[config.mk]
export PLATFORM = sky130hd
export DESIGN_NAME = regfile_wb_arbiter
export DESIGN_NICKNAME = d
export VERILOG_FILES = /design/src/rtl/regfile_wb_arbiter.sv
export SDC_FILE = /design/constraint.sdc
export NUM_CORES = 1
export LEC_CHECK = 0
export BUFFER_PORTS_ARGS = -buffer_cell sky130_fd_sc_hd__buf_4
export CORE_MARGIN = 4
export CORE_UTILIZATION = 40
export DETAILED_ROUTE_END_ITERATION = 10
export PLACE_DENSITY = 0.75
export SYNTH_ARGS = -nofsm -noshare
export SYNTH_HDL_FRONTEND = slang
export SYNTH_SLANG_ARGS = --single-unit
[constraint.sdc]
create_clock -name clk -period 2.5 [get_ports clk]
set_clock_uncertainty 0.1 [all_clocks]
set_input_delay 0.5 -clock clk [delete_from_list [all_inputs] [get_ports clk]]
set_output_delay 0.5 -clock clk [all_outputs]
set_load 0.01 [all_outputs]
[src/rtl/regfile_wb_arbiter.sv]
// Arbitrates the single register-file write port between pipeline writeback (fixed priority)
// and a small FIFO of long-latency MDU results, with pending-write hit flags and an anti-starvation stall.
module regfile_wb_arbiter #(
  parameter int unsigned FIFO_DEPTH = 2,
  parameter int unsigned MAX_WAIT   = 4
) (
  input  logic        clk,
  input  logic        reset_n,
  input  logic        pipe_we,
  input  logic [4:0]  pipe_rd,
  input  logic [31:0] pipe_wdata,
  input  logic        mdu_valid,
  input  logic [4:0]  mdu_rd,
  input  logic [31:0] mdu_wdata,
  output logic        mdu_ready,
  input  logic [4:0]  chk_rs1,
  input  logic [4:0]  chk_rs2,
  output logic        pend_hit1,
  output logic        pend_hit2,
  output logic        stall_req,
  output logic        rf_RegWrite,
  output logic [4:0]  rf_WriteReg,
  output logic [31:0] rf_WriteData
);

  localparam int unsigned AW = $clog2(FIFO_DEPTH);
  localparam int unsigned CW = AW + 1;
  localparam int unsigned WW = $clog2(MAX_WAIT + 1);

  typedef enum logic [1:0] {
    S_IDLE,
    S_WAIT,
    S_FORCE
  } state_t;

  logic [FIFO_DEPTH-1:0] r_live;
  logic [4:0]            r_rd   [FIFO_DEPTH];
  logic [31:0]           r_data [FIFO_DEPTH];
  logic [AW-1:0]         r_wptr;
  logic [AW-1:0]         r_rptr;
  logic [CW-1:0]         r_count;
  logic [WW-1:0]         r_wcnt;
  state_t                r_state;
  logic                  r_stall;
  logic                  r_we;
  logic [4:0]            r_wreg;
  logic [31:0]           r_wdata;

  logic          w_pipe_eff;
  logic          w_hs;
  logic          w_push;
  logic          w_pop;
  logic [CW-1:0] w_count_nxt;
  logic          w_hit1;
  logic          w_hit2;

  assign w_pipe_eff  = pipe_we & (|pipe_rd);
  assign mdu_ready   = (r_count < CW'(FIFO_DEPTH));
  assign w_hs        = mdu_valid & mdu_ready;
  assign w_push      = w_hs & (|mdu_rd);
  assign w_pop       = ~w_pipe_eff & (r_count != '0);
  assign w_count_nxt = r_count + CW'(w_push) - CW'(w_pop);

  // Live bits are cleared on pop, so only occupied, unsquashed entries can hit.
  always_comb begin
    w_hit1 = 1'b0;
    w_hit2 = 1'b0;
    for (int unsigned i = 0; i < FIFO_DEPTH; i++) begin
      if (r_live[i] && (r_rd[i] == chk_rs1)) w_hit1 = 1'b1;
      if (r_live[i] && (r_rd[i] == chk_rs2)) w_hit2 = 1'b1;
    end
  end

  assign pend_hit1 = w_hit1 & (|chk_rs1);
  assign pend_hit2 = w_hit2 & (|chk_rs2);

  always_ff @(posedge clk or negedge reset_n) begin
    if (!reset_n) begin
      r_live  <= '0;
      r_wptr  <= '0;
      r_rptr  <= '0;
      r_count <= '0;
      for (int unsigned i = 0; i < FIFO_DEPTH; i++) begin
        r_rd[i]   <= '0;
        r_data[i] <= '0;
      end
    end else begin
      // A younger pipeline write to the same rd makes the queued value dead.
      for (int unsigned i = 0; i < FIFO_DEPTH; i++) begin
        if (w_pipe_eff && r_live[i] && (r_rd[i] == pipe_rd)) r_live[i] <= 1'b0;
      end
      if (w_pop) begin
        r_live[r_rptr] <= 1'b0;
        r_rptr         <= r_rptr + AW'(1);
      end
      if (w_push) begin
        r_live[r_wptr] <= 1'b1;
        r_rd[r_wptr]   <= mdu_rd;
        r_data[r_wptr] <= mdu_wdata;
        r_wptr         <= r_wptr + AW'(1);
      end
      r_count <= w_count_nxt;
    end
  end

  always_ff @(posedge clk or negedge reset_n) begin
    if (!reset_n) begin
      r_we    <= 1'b0;
      r_wreg  <= '0;
      r_wdata <= '0;
    end else if (w_pipe_eff) begin
      r_we    <= 1'b1;
      r_wreg  <= pipe_rd;
      r_wdata <= pipe_wdata;
    end else if (w_pop) begin
      r_we    <= r_live[r_rptr];
      r_wreg  <= r_rd[r_rptr];
      r_wdata <= r_data[r_rptr];
    end else begin
      r_we    <= 1'b0;
    end
  end

  always_ff @(posedge clk or negedge reset_n) begin
    if (!reset_n) begin
      r_state <= S_IDLE;
      r_wcnt  <= '0;
      r_stall <= 1'b0;
    end else begin
      case (r_state)
        S_IDLE: begin
          r_wcnt  <= '0;
          r_stall <= 1'b0;
          if (w_count_nxt != '0) r_state <= S_WAIT;
        end
        S_WAIT: begin
          if (w_count_nxt == '0) begin
            r_state <= S_IDLE;
            r_wcnt  <= '0;
          end else if (w_pop) begin
            r_wcnt  <= '0;
          end else if ((int'(r_wcnt) + 1) >= int'(MAX_WAIT)) begin
            r_state <= S_FORCE;
            r_wcnt  <= WW'(MAX_WAIT);
            r_stall <= 1'b1;
          end else begin
            r_wcnt  <= r_wcnt + WW'(1);
          end
        end
        S_FORCE: begin
          if (w_pop) begin
            r_stall <= 1'b0;
            r_wcnt  <= '0;
            r_state <= (w_count_nxt != '0) ? S_WAIT : S_IDLE;
          end
        end
        default: begin
          r_state <= S_IDLE;
          r_wcnt  <= '0;
          r_stall <= 1'b0;
        end
      endcase
    end
  end

  assign stall_req    = r_stall;
  assign rf_RegWrite  = r_we;
  assign rf_WriteReg  = r_wreg;
  assign rf_WriteData = r_wdata;

endmodule
==> flow_summary.json <==
{
  "cap_violations": 0,
  "root_buffer": "clkbuf_16",
  "synth_nets": 570,
  "clkLatencyLatePin_ns": 0.42,
  "die_x_microns": 128.6,
  "crit_type": "input pin to flop",
  "async_reset_ff_frac": 1.000,
  "clock-sinks": 124,
  "place_worst_setup_slack_ns": -0.2849,
  "final_net_count": 717,
  "relSlewSlack": 0.4266,
  "rr_worst_depth": 9,
  "critPathMaxFanout": 4,
  "remaining_drc_errors": 0,
  "synth.top_cell.area_share": 0.5338,
  "grt_pass1_vias": 4911,
  "gp_congestion": 0.8295,
  "num-fill-cells": 1168,
  "htree_levels": 4,
  "r2r_end": "stall_req",
  "synth-edff-count": 0,
  "first_pass_iters": 4,
  "vias": 4424,
  "yosysTopAreaCell": "dfrtp_1",
  "syn_area_sq_um": 5813,
  "pwr-share-comb": 0.365,
  "post_cts.repair.setup_buffers": 0,
  "drive_gt1_frac": 0.4241,
  "whs_ns": 0.1911,
  "finalSetupViolations": 0,
  "final_core_util": 0.5580,
  "numCtsBuffers": 17,
  "yosys_most_used_dff": "dfrtp_1",
  "areaGrowthSynthToFinish_pct": 34.78,
  "dieHeight_microns": 128.6,
  "clk_pin_slew_ns": 0.05,
  "grt_first_pass_wirelength_microns": 25390,
  "switchingPower_w": 0.003351,
  "netSwitchingFraction": 0.3284,
  "holdPathEnd": "rf_WriteData[28]",
  "yosysWarningCount": 0,
  "clkPwrFrac": 0.267,
  "rrSetupSlack_ns": 0.28,
  "irDropWorstVdd_v": 0.0006529,
  "multiInputGateArea_sq_um": 2540,
  "num_antenna_cells": 0,
  "ant_nets": 0,
  "p_leak_nw": 3.524,
  "fmax_mhz": 422.8,
  "wl_per_cell_microns": 19.17,
  "instances_no_fill": 819,
  "vias_per_cell": 5.402,
  "synth-seq-area-share": 0.5338,
  "p_per_area_nw_per_um2": 1303,
  "initial_utilization": 0.4140,
  "synth_cell_types": 41,
  "worst_slew_pin_slew_ns": 0.8601,
  "yosys-top-cells-area": "dfrtp_1, mux2_2, a221o_1, a21oi_1, xor2_1",
  "start_kind": "input pin",
  "grt.overflow.total": 0,
  "syn_area_per_cell_sq_um": 12.14,
  "core_sq_um": 14040,
  "required_ns": 2.69,
  "fin_ws_ns": 0.1347,
  "ff_latch_area_sq_um": 3104,
  "dp_hpwl_microns": 10730,
  "ios": 130,
  "grt_util_all_layers": 0.1974,
  "dp.cells": 786,
  "hold_class": "input pin to flop",
  "worst-endpoint-arrival_ns": 2.55,
  "tritoncts": "built",
  "synth.ff_latch_count": 124,
  "slew_violations": 0,
  "final_cell_mix": "buf_4, dfrtp_1, mux2_2",
  "pwr-share-seq": 0.368,
  "rows": 43,
  "drt_iter0_drc": 230,
  "p_int_w": 0.006854,
  "outcome": "completed",
  "finalCriticalPeriod_ns": 2.365,
  "whs_path_depth": 3,
  "port_buffers": 129,
  "r2r-start": "r_count[1]",
  "worst_setup_path_end_kind": "flop",
  "synthCells": 479,
  "min_from": "pipe_wdata[28]",
  "dieArea_sq_um": 16530,
  "final_common_cell": "buf_4",
  "period_share": 0.9461,
  "antenna_found_initial": 0,
  "finalHoldViolCount": 0,
  "cts_buffer_depth": 2,
  "routed_wl_microns": 15700,
  "grt_max_degree": 77,
  "rsz0062_at_grt": "false"
}
-- worst max path at each step --
stage                     from         to  slack [ns]  cells past startpoint
CTS                    r_rd[5]  pend_hit1        0.04                      5
detailed placement  pipe_rd[0]  stall_req       -0.28                     11
finish              pipe_rd[0]  stall_req        0.13                     11
global placement    pipe_rd[0]  stall_req       -0.23                     11
global route           r_rd[8]  pend_hit1       0.009                      5
floorplan           pipe_rd[0]  stall_req       -0.18                     10
-- state kept, by name (all words and copies together) (netlist names) --
name	flops
r_data	64
rf_WriteData	32
r_rd	10
rf_WriteReg	5
r_wcnt	3
r_count	2
r_live	2
r_state	2
r_rptr	1
r_wptr	1
rf_RegWrite	1
stall_req	1
-- stage by stage --
step,TNS (ns),power [W],instance area (sq um)
after floorplan,-0.8115,0.005922,5821
after global placement,-1.174,0.007290,7152
after detailed placement,-1.685,0.007500,7152
after CTS,0,0.01028,7821
after global routing,0,0.01083,7835
final,0,0.01021,7835
-- Yosys cell counts, drive strengths merged (4+ instances only) --
master and n:
dfrtp 124, mux2 74, nand2 45, a21oi 43
a221o 35, xor2 23, nand3b 22, nand3 18
buf 16, clkbuf 15, nor2 8, xnor2 8
inv 6, nor4 4, o21ai 4, or2 4
-- cells by family (layout without fill, tap and decap cells) --
| group | count (synthesis) | after routing | synth area share |
|---|---|---|---|
| muxes | 77 | 77 | 0.1485 |
| adders and majority gates | 3 | 3 | 0.006458 |
| buffers and inverters | 37 | 197 | 0.03594 |
| AOI/OAI and AO/OA | 91 | 91 | 0.1184 |
| and+or+nand+nor | 115 | 115 | 0.1061 |
| DFF | 124 | 124 | 0.5338 |
| xor gates and xnor gates | 32 | 32 | 0.05080 |
-- critical path, stage by stage --
cell and delay (ns):
buf_4 0.13, or3_1 0.38, o31a_4 0.30, nor2_4 0.10, ha_1 0.23, inv_1 0.05, ha_1 0.14, xor3_1 0.24
or2_4 0.26, nand3b_1 0.13, o211ai_1 0.09
-- final cells by class --
type                            count  area share
Sequential cell                   124      0.3962
Multi-Input combinational cell    318      0.3242
Timing Repair Buffer              159      0.1638
Clock buffer                       21     0.06004
Tap cell                          180     0.02874
Clock inverter                     11     0.02411
Inverter                            6    0.002874
-- timing repair --
item	in CTS	in global routing
setup endpoints to repair	0	2
hold buffers	1	0
endpoints found under the hold margin	35	0
gates resized for setup	0	3
-- power by group through the flow --
stage,sequential (W),combinational [W],clock [W]
2_1_floorplan,0.00365,0.00227,0
3_3_place_gp,0.00371,0.00358,0
3_5_place_dp,0.00377,0.00373,0
4_1_cts,0.00374,0.00376,0.00278
5_1_grt,0.00386,0.00410,0.00287
6_report,0.00376,0.00373,0.00272
-- metal layers --
layer	share of wire	track usage	vias up
met4	0.016	0.06362	0
met5	0	0	-
met2	0.51	0.3402	157
li1	-	-	2050
met3	0.075	0.06974	20
met1	0.40	0.2308	2197
Power figures use the tool's default switching activity.
